$ cat src/rtl/ram_secuenciador.sv
// Sequencer in front of the parametrizable RAM: manual read/write, slow-clock
// address scan and bulk clear. Board inputs are synchronized; all outputs registered.
module ram_secuenciador #(
    parameter int N = 4,
    parameter int M = 4
) (
    input  logic         clk_i,
    input  logic         rst_i,
    input  logic         slow_clk_i,
    input  logic         mode_i,
    input  logic         wr_btn_i,
    input  logic         clr_btn_i,
    input  logic [N-1:0] sw_addr_i,
    input  logic [M-1:0] sw_data_i,
    output logic [N-1:0] addr_o,
    output logic         rden_o,
    output logic         wren_o,
    output logic [M-1:0] dato_write_o,
    output logic         busy_o
);

    typedef enum logic [1:0] {
        ST_MANUAL,
        ST_WRITE,
        ST_SCAN,
        ST_CLEAR
    } state_t;

    state_t       r_state;
    state_t       w_state_nxt;

    logic         r_wr_s1, r_wr_s2, r_wr_prev;
    logic         r_clr_s1, r_clr_s2, r_clr_prev;
    logic         r_slow_s1, r_slow_s2, r_slow_prev;
    logic         r_mode_s1, r_mode_s2;
    logic         w_wr_pulse, w_clr_pulse, w_slow_pulse;

    logic [N-1:0] r_addr, w_addr_nxt;
    logic         r_rden, w_rden_nxt;
    logic         r_wren, w_wren_nxt;
    logic [M-1:0] r_data, w_data_nxt;
    logic         r_busy, w_busy_nxt;

    always_ff @(posedge clk_i or posedge rst_i) begin
        if (rst_i) begin
            r_wr_s1     <= 1'b0;
            r_wr_s2     <= 1'b0;
            r_wr_prev   <= 1'b0;
            r_clr_s1    <= 1'b0;
            r_clr_s2    <= 1'b0;
            r_clr_prev  <= 1'b0;
            r_slow_s1   <= 1'b0;
            r_slow_s2   <= 1'b0;
            r_slow_prev <= 1'b0;
            r_mode_s1   <= 1'b0;
            r_mode_s2   <= 1'b0;
        end else begin
            r_wr_s1     <= wr_btn_i;
            r_wr_s2     <= r_wr_s1;
            r_wr_prev   <= r_wr_s2;
            r_clr_s1    <= clr_btn_i;
            r_clr_s2    <= r_clr_s1;
            r_clr_prev  <= r_clr_s2;
            r_slow_s1   <= slow_clk_i;
            r_slow_s2   <= r_slow_s1;
            r_slow_prev <= r_slow_s2;
            r_mode_s1   <= mode_i;
            r_mode_s2   <= r_mode_s1;
        end
    end

    assign w_wr_pulse   = r_wr_s2 & ~r_wr_prev;
    assign w_clr_pulse  = r_clr_s2 & ~r_clr_prev;
    assign w_slow_pulse = r_slow_s2 & ~r_slow_prev;

    always_ff @(posedge clk_i or posedge rst_i) begin
        if (rst_i) begin
            r_state <= ST_MANUAL;
            r_addr  <= '0;
            r_rden  <= 1'b0;
            r_wren  <= 1'b0;
            r_data  <= '0;
            r_busy  <= 1'b0;
        end else begin
            r_state <= w_state_nxt;
            r_addr  <= w_addr_nxt;
            r_rden  <= w_rden_nxt;
            r_wren  <= w_wren_nxt;
            r_data  <= w_data_nxt;
            r_busy  <= w_busy_nxt;
        end
    end

    always_comb begin
        w_state_nxt = r_state;
        case (r_state)
            ST_MANUAL: begin
                if (w_clr_pulse)     w_state_nxt = ST_CLEAR;
                else if (w_wr_pulse) w_state_nxt = ST_WRITE;
                else if (r_mode_s2)  w_state_nxt = ST_SCAN;
            end
            ST_WRITE: w_state_nxt = ST_MANUAL;
            ST_SCAN: begin
                if (w_clr_pulse)     w_state_nxt = ST_CLEAR;
                else if (!r_mode_s2) w_state_nxt = ST_MANUAL;
            end
            ST_CLEAR: begin
                if (r_addr == '1)
                    w_state_nxt = r_mode_s2 ? ST_SCAN : ST_MANUAL;
            end
            default: w_state_nxt = ST_MANUAL;
        endcase
    end

    // Outputs are registered, so they are decoded from the upcoming state and
    // the transition taken into it (addr_o depends on where we came from).
    always_comb begin
        w_addr_nxt = r_addr;
        w_rden_nxt = 1'b1;
        w_wren_nxt = 1'b0;
        w_data_nxt = r_data;
        w_busy_nxt = 1'b0;
        case (w_state_nxt)
            ST_MANUAL: begin
                if (r_state == ST_CLEAR)     w_addr_nxt = '0;
                else if (r_state != ST_SCAN) w_addr_nxt = sw_addr_i;
            end
            ST_WRITE: begin
                w_rden_nxt = 1'b0;
                w_wren_nxt = 1'b1;
                w_addr_nxt = sw_addr_i;
                w_data_nxt = sw_data_i;
            end
            ST_SCAN: begin
                if (r_state == ST_CLEAR)
                    w_addr_nxt = '0;
                else if (r_state == ST_SCAN && w_slow_pulse)
                    w_addr_nxt = r_addr + 1'b1;
            end
            ST_CLEAR: begin
                w_rden_nxt = 1'b0;
                w_wren_nxt = 1'b1;
                w_busy_nxt = 1'b1;
                w_data_nxt = '0;
                w_addr_nxt = (r_state == ST_CLEAR) ? r_addr + 1'b1 : '0;
            end
            default: ;
        endcase
    end

    assign addr_o       = r_addr;
    assign rden_o       = r_rden;
    assign wren_o       = r_wren;
    assign dato_write_o = r_data;
    assign busy_o       = r_busy;

endmodule

$ cat config.mk
export PLATFORM = sky130hd
export DESIGN_NAME = ram_secuenciador
export DESIGN_NICKNAME = d
export VERILOG_FILES = /design/src/rtl/ram_secuenciador.sv
export SDC_FILE = /design/constraint.sdc
export NUM_CORES = 1
export LEC_CHECK = 0
export BUFFER_PORTS_ARGS = -buffer_cell sky130_fd_sc_hd__clkbuf_2
export CAP_MARGIN = 40
export CELL_PAD_IN_SITES_DETAIL_PLACEMENT = 1
export CELL_PAD_IN_SITES_GLOBAL_PLACEMENT = 2
export CORE_MARGIN = 10
export CORE_UTILIZATION = 32
export DETAILED_ROUTE_END_ITERATION = 8
export PLACE_DENSITY_LB_ADDON = 0.1
export SETUP_SLACK_MARGIN = 0.1
export SYNTH_ARGS = -nofsm -noshare
export SYNTH_HDL_FRONTEND = slang
export SYNTH_SLANG_ARGS = --single-unit
export TNS_END_PERCENT = 1
$ cat constraint.sdc
create_clock -name clk_i -period 2.4 [get_ports clk_i]
set_clock_uncertainty 0.15 [all_clocks]
set_input_delay 0.12 -clock clk_i [delete_from_list [all_inputs] [get_ports clk_i]]
set_output_delay 0.12 -clock clk_i [all_outputs]
set_load 0.005 [all_outputs]
==> out/metrics.yaml, run 1 <==
first_pass_iters: 3
routed_via_density: 4.82
drc: 0
synth_top_family_by_area: "compound AO/OA/AOI/OAI gates"
ys_seq_area_share_pct: 61.1
clock.fmax_mhz: 493
comb_power_share_pct: 38.1
synth-seq-cells: 24
p_int_uw: 941
switchingPower_uw: 504
slew_violations: 0
synthDistinctLibCells: 32
ctsHoldBuffers: 12
syn_nets: 97
ant_nets: 0
crit_fanout: 5
num_antenna_cells: 0
dp_hpwl_um: 1750
critPathRequiredTime_ns: 2.48
layout-drive-gt1-share_pct: 30.6
start_util_pct: 32.7
synthesis.area_um2: 983
leakage_nw: 0.628
relSlewSlack_pct: 69.1
gp_congestion: 0.656
first_global_vias: 795
drt_iter0_markers: 43
tightest_slew_ns: 0.463
synth_xor_area_share_pct: 0
clkSinkCount: 24
cts_setup_buffers: 0
grt_setup_unrepaired: "false"
synth_compound_area_share_pct: 16.2
synth_top_cell_by_area: "dfrtp_1"
tns_ns: 0
yosys_warnings: 0
syn_inst: 82
hold_violations: 0
die_y_um: 75.4
cap_viol_max_count: 0
drt-wirelength-per-cell_um: 15.0
cts_tree: "done"
synthAdderAreaFrac_pct: 1.27
cts_buffers: 3
grt_max_degree: 15
place_worst_setup_slack_ns: 0.399
die_x_um: 75.4
sw_frac_of_total_pct: 34.9
clkLatencyLatePin_ns: 0.33
synth_top_cell_area_share_pct: 61.1
arrival_ns: 2.11
critPathCaptureType: "register"
gr-total-overflow: 0
power-per-cell-area_nw_per_um2: 1100
worstSetupPathType: "register to register"
pin_count: 25
pwr-share-seq_pct: 41.0
synth.avg_cell_area_um2: 12.0
htreeDepth: 1
setup_viol: 0
io_buffers: 24
hold_path_class: "primary input to register"
grt_usage_pct: 8.86
ctsRootBufferMaster: "clkbuf_4"
final.min_clock_period_ns: 2.03
clk_pin_slew_worst_paths_ns: 0.15
status: "finished, final reports clean"
fin_nets: 137
muxShareOfSynthArea_pct: 4.20
drt_wl_total_um: 2320
clkPwrFrac_pct: 20.9
dieArea_um2: 5690
peakVddDrop_mv: 0.377
yosys-top-cells-area: "dfrtp_1, nand2_1, o21ai_0"
synthSimpleGateAreaFrac_pct: 14.2
antenna_found_initial: 0
grt_pass1_wl_um: 3800
period_share_pct: 84.6
cts_buffer_depth: 2
start_kind: "register"
coreArea_um2: 3000
cts_resized: 0
fp-row-count: 20
synthToLayoutAreaGrowth_pct: 34.0
timing.final.ws_setup_ns: 0.370
dr_total_vias: 743
==> power groups by stage <==
| stage | combinational [mW] | clock [mW] | sequential (mW) |
|---|---|---|---|
| after detailed placement | 0.550 | 0 | 0.601 |
| after CTS | 0.566 | 0.309 | 0.594 |
| after global routing | 0.625 | 0.328 | 0.611 |
| after floorplan | 0.394 | 0 | 0.579 |
| after global placement | 0.532 | 0 | 0.594 |
| final | 0.551 | 0.302 | 0.593 |
==> through the flow <==
step                utilization, %  hold WS (ns)  cells  cell area [um2]  power, mW
finish                        43.9        0.0208    154             1320       1.45
global route                  43.9        0.0184    154             1320       1.56
CTS                           43.9        0.0142    154             1320       1.47
detailed placement            38.1       0.00326    138             1140       1.15
global placement              37.6        0.0792    137             1130       1.13
floorplan                        -       -0.0154     82              983      0.973
==> sequential cells by signal, indices dropped and copies added, names as in the netlist <==
name and cells:
r_wr_s1 1, r_wr_s2 1, r_clr_s2 1, r_wr_prev 1
addr_o 4, rden_o 1, dato_write_o 4, wren_o 1
r_slow_s1 1, r_slow_s2 1, r_slow_prev 1, r_clr_s1 1
r_mode_s2 1, r_mode_s1 1, r_state 2, r_clr_prev 1
busy_o 1
==> worst paths after layout <==
kind | depth (start not counted) | startpoint | slack (ns) | endpoint
worst max-delay path | 6 | addr_o[0] | 0.37 | addr_o[1]
worst max register to register | 6 | addr_o[0] | 0.37 | addr_o[1]
worst min register to register | 0 | r_slow_s1 | 0.22 | r_slow_s2
max in group asynchronous | 4 | rst_i | 1.47 | wren_o
worst min-delay path | 4 | sw_addr_i[2] | 0.02 | addr_o[2]
min in group asynchronous | 3 | rst_i | 0.18 | addr_o[1]
==> layout by cell type (no fill, tap or decap), types with 2 or more instances in the layout <==
master,n
dfrtp_1,24
nand2b_1,2
nand2_1,14
dlygate4sd3_1,12
nor2b_1,2
clkbuf_2,24
o21ai_0,7
clkbuf_4,3
inv_1,4
mux2_4,2
o2bb2ai_1,2
nand3_1,2
==> critical path, stage by stage (launching register included) <==
cell	delay (ns)
dfrtp_1	0.44
ha_1	0.22
nand3_1	0.17
o2bb2ai_1	0.22
o211ai_2	0.31
nand2_4	0.12
mux2_4	0.30
==> cells in the mapped netlist <==
cell type / number
mux2_2: 1
dfrtp_1: 24
or3b_4: 1
a21oi_1: 1
o211ai_2: 1
nand3_1: 2
o211ai_1: 1
ha_1: 1
and3_1: 1
o21ai_0: 7
nand2_4: 1
and2_1: 1
nor2b_1: 2
nand2_1: 14
nand2b_1: 2
nor2_1: 1
or2_0: 1
a21bo_2: 1
o32a_1: 1
mux2_4: 2
o2bb2ai_1: 2
a2bb2oi_1: 1
buf_6: 1
nor3b_1: 1
inv_1: 4
clkbuf_1: 1
o31ai_1: 1
a22o_1: 1
o21ai_1: 1
o21a_1: 1
a32oi_2: 1
a21o_1: 1
==> kinds of logic after synthesis <==
| group | after synthesis |
|---|---|
| AO/OA/AOI/OAI | 21 |
| adder cells (fa/ha/maj) | 1 |
| flip-flops | 24 |
| AND/OR/NAND/NOR | 27 |
| buffers and inverters | 6 |
| multiplexers | 3 |
==> layout make-up <==
class	instances	area, um2
inverter	4	15.0
multi-input combinational	52	353
clock inverter	1	30.0
clock buffer	3	22.5
timing repair buffer	37	255
sequential	24	601
fill	337	1690
tap	33	41.3
==> metal layers <==
layer | GRT usage, % | up-vias | wire (um)
li1 | - | 361 | -
met1 | 10.0 | 363 | 994
met2 | 14.8 | 14 | 1160
met3 | 3.91 | 5 | 138
met4 | 2.47 | 0 | 22
met5 | 0 | - | 0
Power figures use the tool's default switching activity.
==> inputs of run 2 (changes only) <==
--- a/config.mk
+++ b/config.mk
@@ -5,12 +5,13 @@
 export SDC_FILE = /design/constraint.sdc
 export NUM_CORES = 1
 export LEC_CHECK = 0
+export ABC_AREA = 1
 export BUFFER_PORTS_ARGS = -buffer_cell sky130_fd_sc_hd__clkbuf_2
 export CAP_MARGIN = 40
 export CELL_PAD_IN_SITES_DETAIL_PLACEMENT = 1
 export CELL_PAD_IN_SITES_GLOBAL_PLACEMENT = 2
 export CORE_MARGIN = 10
-export CORE_UTILIZATION = 32
+export CORE_UTILIZATION = 29
 export DETAILED_ROUTE_END_ITERATION = 8
 export PLACE_DENSITY_LB_ADDON = 0.1
 export SETUP_SLACK_MARGIN = 0.1
==> constraint.sdc (replaced) <==
create_clock -name clk_i -period 1.7 [get_ports clk_i]
set_clock_uncertainty 0.15 [all_clocks]
set_input_delay 0.085 -clock clk_i [delete_from_list [all_inputs] [get_ports clk_i]]
set_output_delay 0.085 -clock clk_i [all_outputs]
set_load 0.005 [all_outputs]
==> run 2 against run 1 <==
Against the previous run:
- area after synthesis is 21% higher
- worst hold slack better by 0.019 ns
- worst setup slack worse by 0.30 ns
- critical path depth is 4 higher
- core utilization is 2.2 points lower
- combinational power grew to 3.0 times the previous value
- clock-buffer cell count stayed put
- maximum frequency is 24% higher
- sequential cell count stayed put
- sequential power is 40% higher
- wire length is 36% higher
- critical endpoint is now addr_o[3]
- highest routed layer unchanged
==> out/metrics.yaml, run 2 <==
gp_congestion: 0.785
grt_usage_pct: 9.25
power-per-cell-area_nw_per_um2: 1790
crit_chain: "ha_4 > nand3_2 > nand2_2 > nand2_4 > inv_8 > buf_4 > nand4_1 > nand3_2 > nor2_2 > nor2_1"
hold_depth: 5
io_buffers: 24
synth_async_sr_flop_share_pct: 100
synthDistinctLibCells: 25
synth_top_cell_area_share_pct: 50.3
slew_violations: 0
cts_buffers: 3
syn_inst: 122
place_worst_setup_slack_ns: 0.00702
status: "finished, final reports clean"
yosys_warnings: 0
critPathRequiredTime_ns: 1.71
grt_max_degree: 25
ys_seq_area_share_pct: 50.3
clock.fmax_mhz: 612
synth.avg_cell_area_um2: 9.78
final.min_clock_period_ns: 1.63
regArea_um2: 601
clkSinkCount: 24
finalPower_mw: 2.98
critPathMaxStageDelay_ns: 0.43
drt-wirelength-per-cell_um: 14.3
synth-seq-cells: 24
synth_common_cells: "dfrtp_1, nor2_1, inv_1, nand2_1, nand3_1"
synthToLayoutAreaGrowth_pct: 39.6
cts_tree: "done"
start_kind: "register"
final_core_util_pct: 41.7
dr_total_vias: 976
final_cell_mix: "dfrtp_1, clkbuf_2, inv_1, nor2_1"
cts_buffer_depth: 2
antenna_found_initial: 0
nFillCells: 454
cap_viol_max_count: 0
hold_violations: 0
timing.final.ws_setup_ns: 0.0655
crit_fanout: 4
pin_count: 25
tightest_slew_ns: 0.310
cp_common_cell: "nand3_2"
gr-total-overflow: 0
leakage_nw: 0.869
fin_cells: 220
synthesis.area_um2: 1190
grt_pass1_wl_um: 5560
setup_viol: 0
synth_top_cell_by_area: "dfrtp_1"
cp_slowest_cell: "dfrtp_1"
start_util_pct: 29.8
first_global_vias: 1151
worst-r2r-setup-slack_ns: 0.07
htreeDepth: 1
yosys-top-cells-area: "dfrtp_1, nand3_2, nor2_1"
die_x_um: 84.2
peakVddDrop_mv: 0.604
arrival_ns: 1.64
routed_via_density: 4.44
synth_flop_cell: "dfrtp_1"
clk_pin_slew_worst_paths_ns: 0.08
drt_wl_total_um: 3150
drc: 0
grt_setup_unrepaired: "true"
fp-row-count: 23
hold_path_class: "primary input to register"
worstSetupPathType: "register to register"
synth-edff-count: 0
num_antenna_cells: 0
coreArea_um2: 4000
syn_nets: 137
period_share_pct: 96.1
rr_worst_depth: 10
critPathCaptureType: "register"
die_y_um: 84.2
relSlewSlack_pct: 79.3
fin_nets: 186
ant_nets: 0
drt_iter0_markers: 47
multiInputGateArea_um2: 541
synth.most_common_cell: "dfrtp_1"
layout-drive-gt1-share_pct: 44.1
dieArea_um2: 7080
clkLatencyLatePin_ns: 0.27
dp_hpwl_um: 2350
first_pass_iters: 3
ctsRootBufferMaster: "clkbuf_8"
dp_cells: 202
-- run 2: cell type report --
class | instances | share of cell area, %
clock buffer | 3 | 2.48
clock inverter | 1 | 1.80
inverter | 19 | 4.80
multi-input combinational | 77 | 32.4
sequential | 24 | 36.0
tap | 50 | 3.75
timing repair buffer | 46 | 18.7
-- run 2: metrics by stage --
stage	instance area, um2	setup TNS [ns]	hold slack (ns)
after CTS	1610	0	0.0345
after global routing	1670	-0.0951	0.0697
after floorplan	1190	0	-0.0504
after detailed placement	1410	0	-0.00869
final	1670	0	0.0399
after global placement	1410	0	-0.0223
-- run 2: path summary, 6_finish.rpt --
| check | start | endpoint |
|---|---|---|
| setup reg to reg | addr_o[0] | addr_o[3] |
| hold / removal | sw_addr_i[0] | addr_o[0] |
| hold reg to reg | r_mode_s1 | r_mode_s2 |
| min in group asynchronous | rst_i | r_clr_s1 |
| setup / recovery | addr_o[0] | addr_o[3] |
| max in group asynchronous | rst_i | addr_o[0] |
-- run 2: routing by layer --
| layer | routed length, um | GRT usage, % | vias to the layer above |
|---|---|---|---|
| met1 | 1320 | 10.8 | 463 |
| met5 | 0 | 0 | - |
| met4 | 29 | 2.28 | 0 |
| met3 | 165 | 2.61 | 4 |
| met2 | 1630 | 16.2 | 20 |
| li1 | - | - | 489 |
-- run 2: logic make-up (layout without fill, tap and decap cells) --
family	Yosys count	count (layout)	synth area share [%]
flip-flops	24	24	50.3
AO/OA/AOI/OAI	8	8	4.93
AND/OR/NAND/NOR	67	67	34.4
buffers and inverters	21	69	8.59
adder cells (fa/ha/maj)	1	1	1.05
XOR/XNOR	1	1	0.734
-- run 2: power breakdown --
group / switching (mW) / internal, mW / leakage (nW)
clock network: 0.190 / 0.315 / 0.0357
logic: 0.934 / 0.709 / 0.544
registers: 0.109 / 0.719 / 0.289
total: 1.23 / 1.74 / 0.869
-- run 2: worst max-delay path, delay by kind of cell, from the launching register on --
kind	cells	cell delay, ns
fa+ha+maj	1	0.18
buf+inv	2	0.19
flops	1	0.43
simple gates	7	0.58
-- run 2: what timing repair did --
item / 4_1_cts / 5_1_grt
endpoints found under the hold margin: 32 / 0
setup buffers: 3 / 2
hold buffers: 9 / 0
cloned: 0 / 0
endpoints found under the setup margin: 7 / 10
pin swaps: 7 / 11
resized for setup: 4 / 9
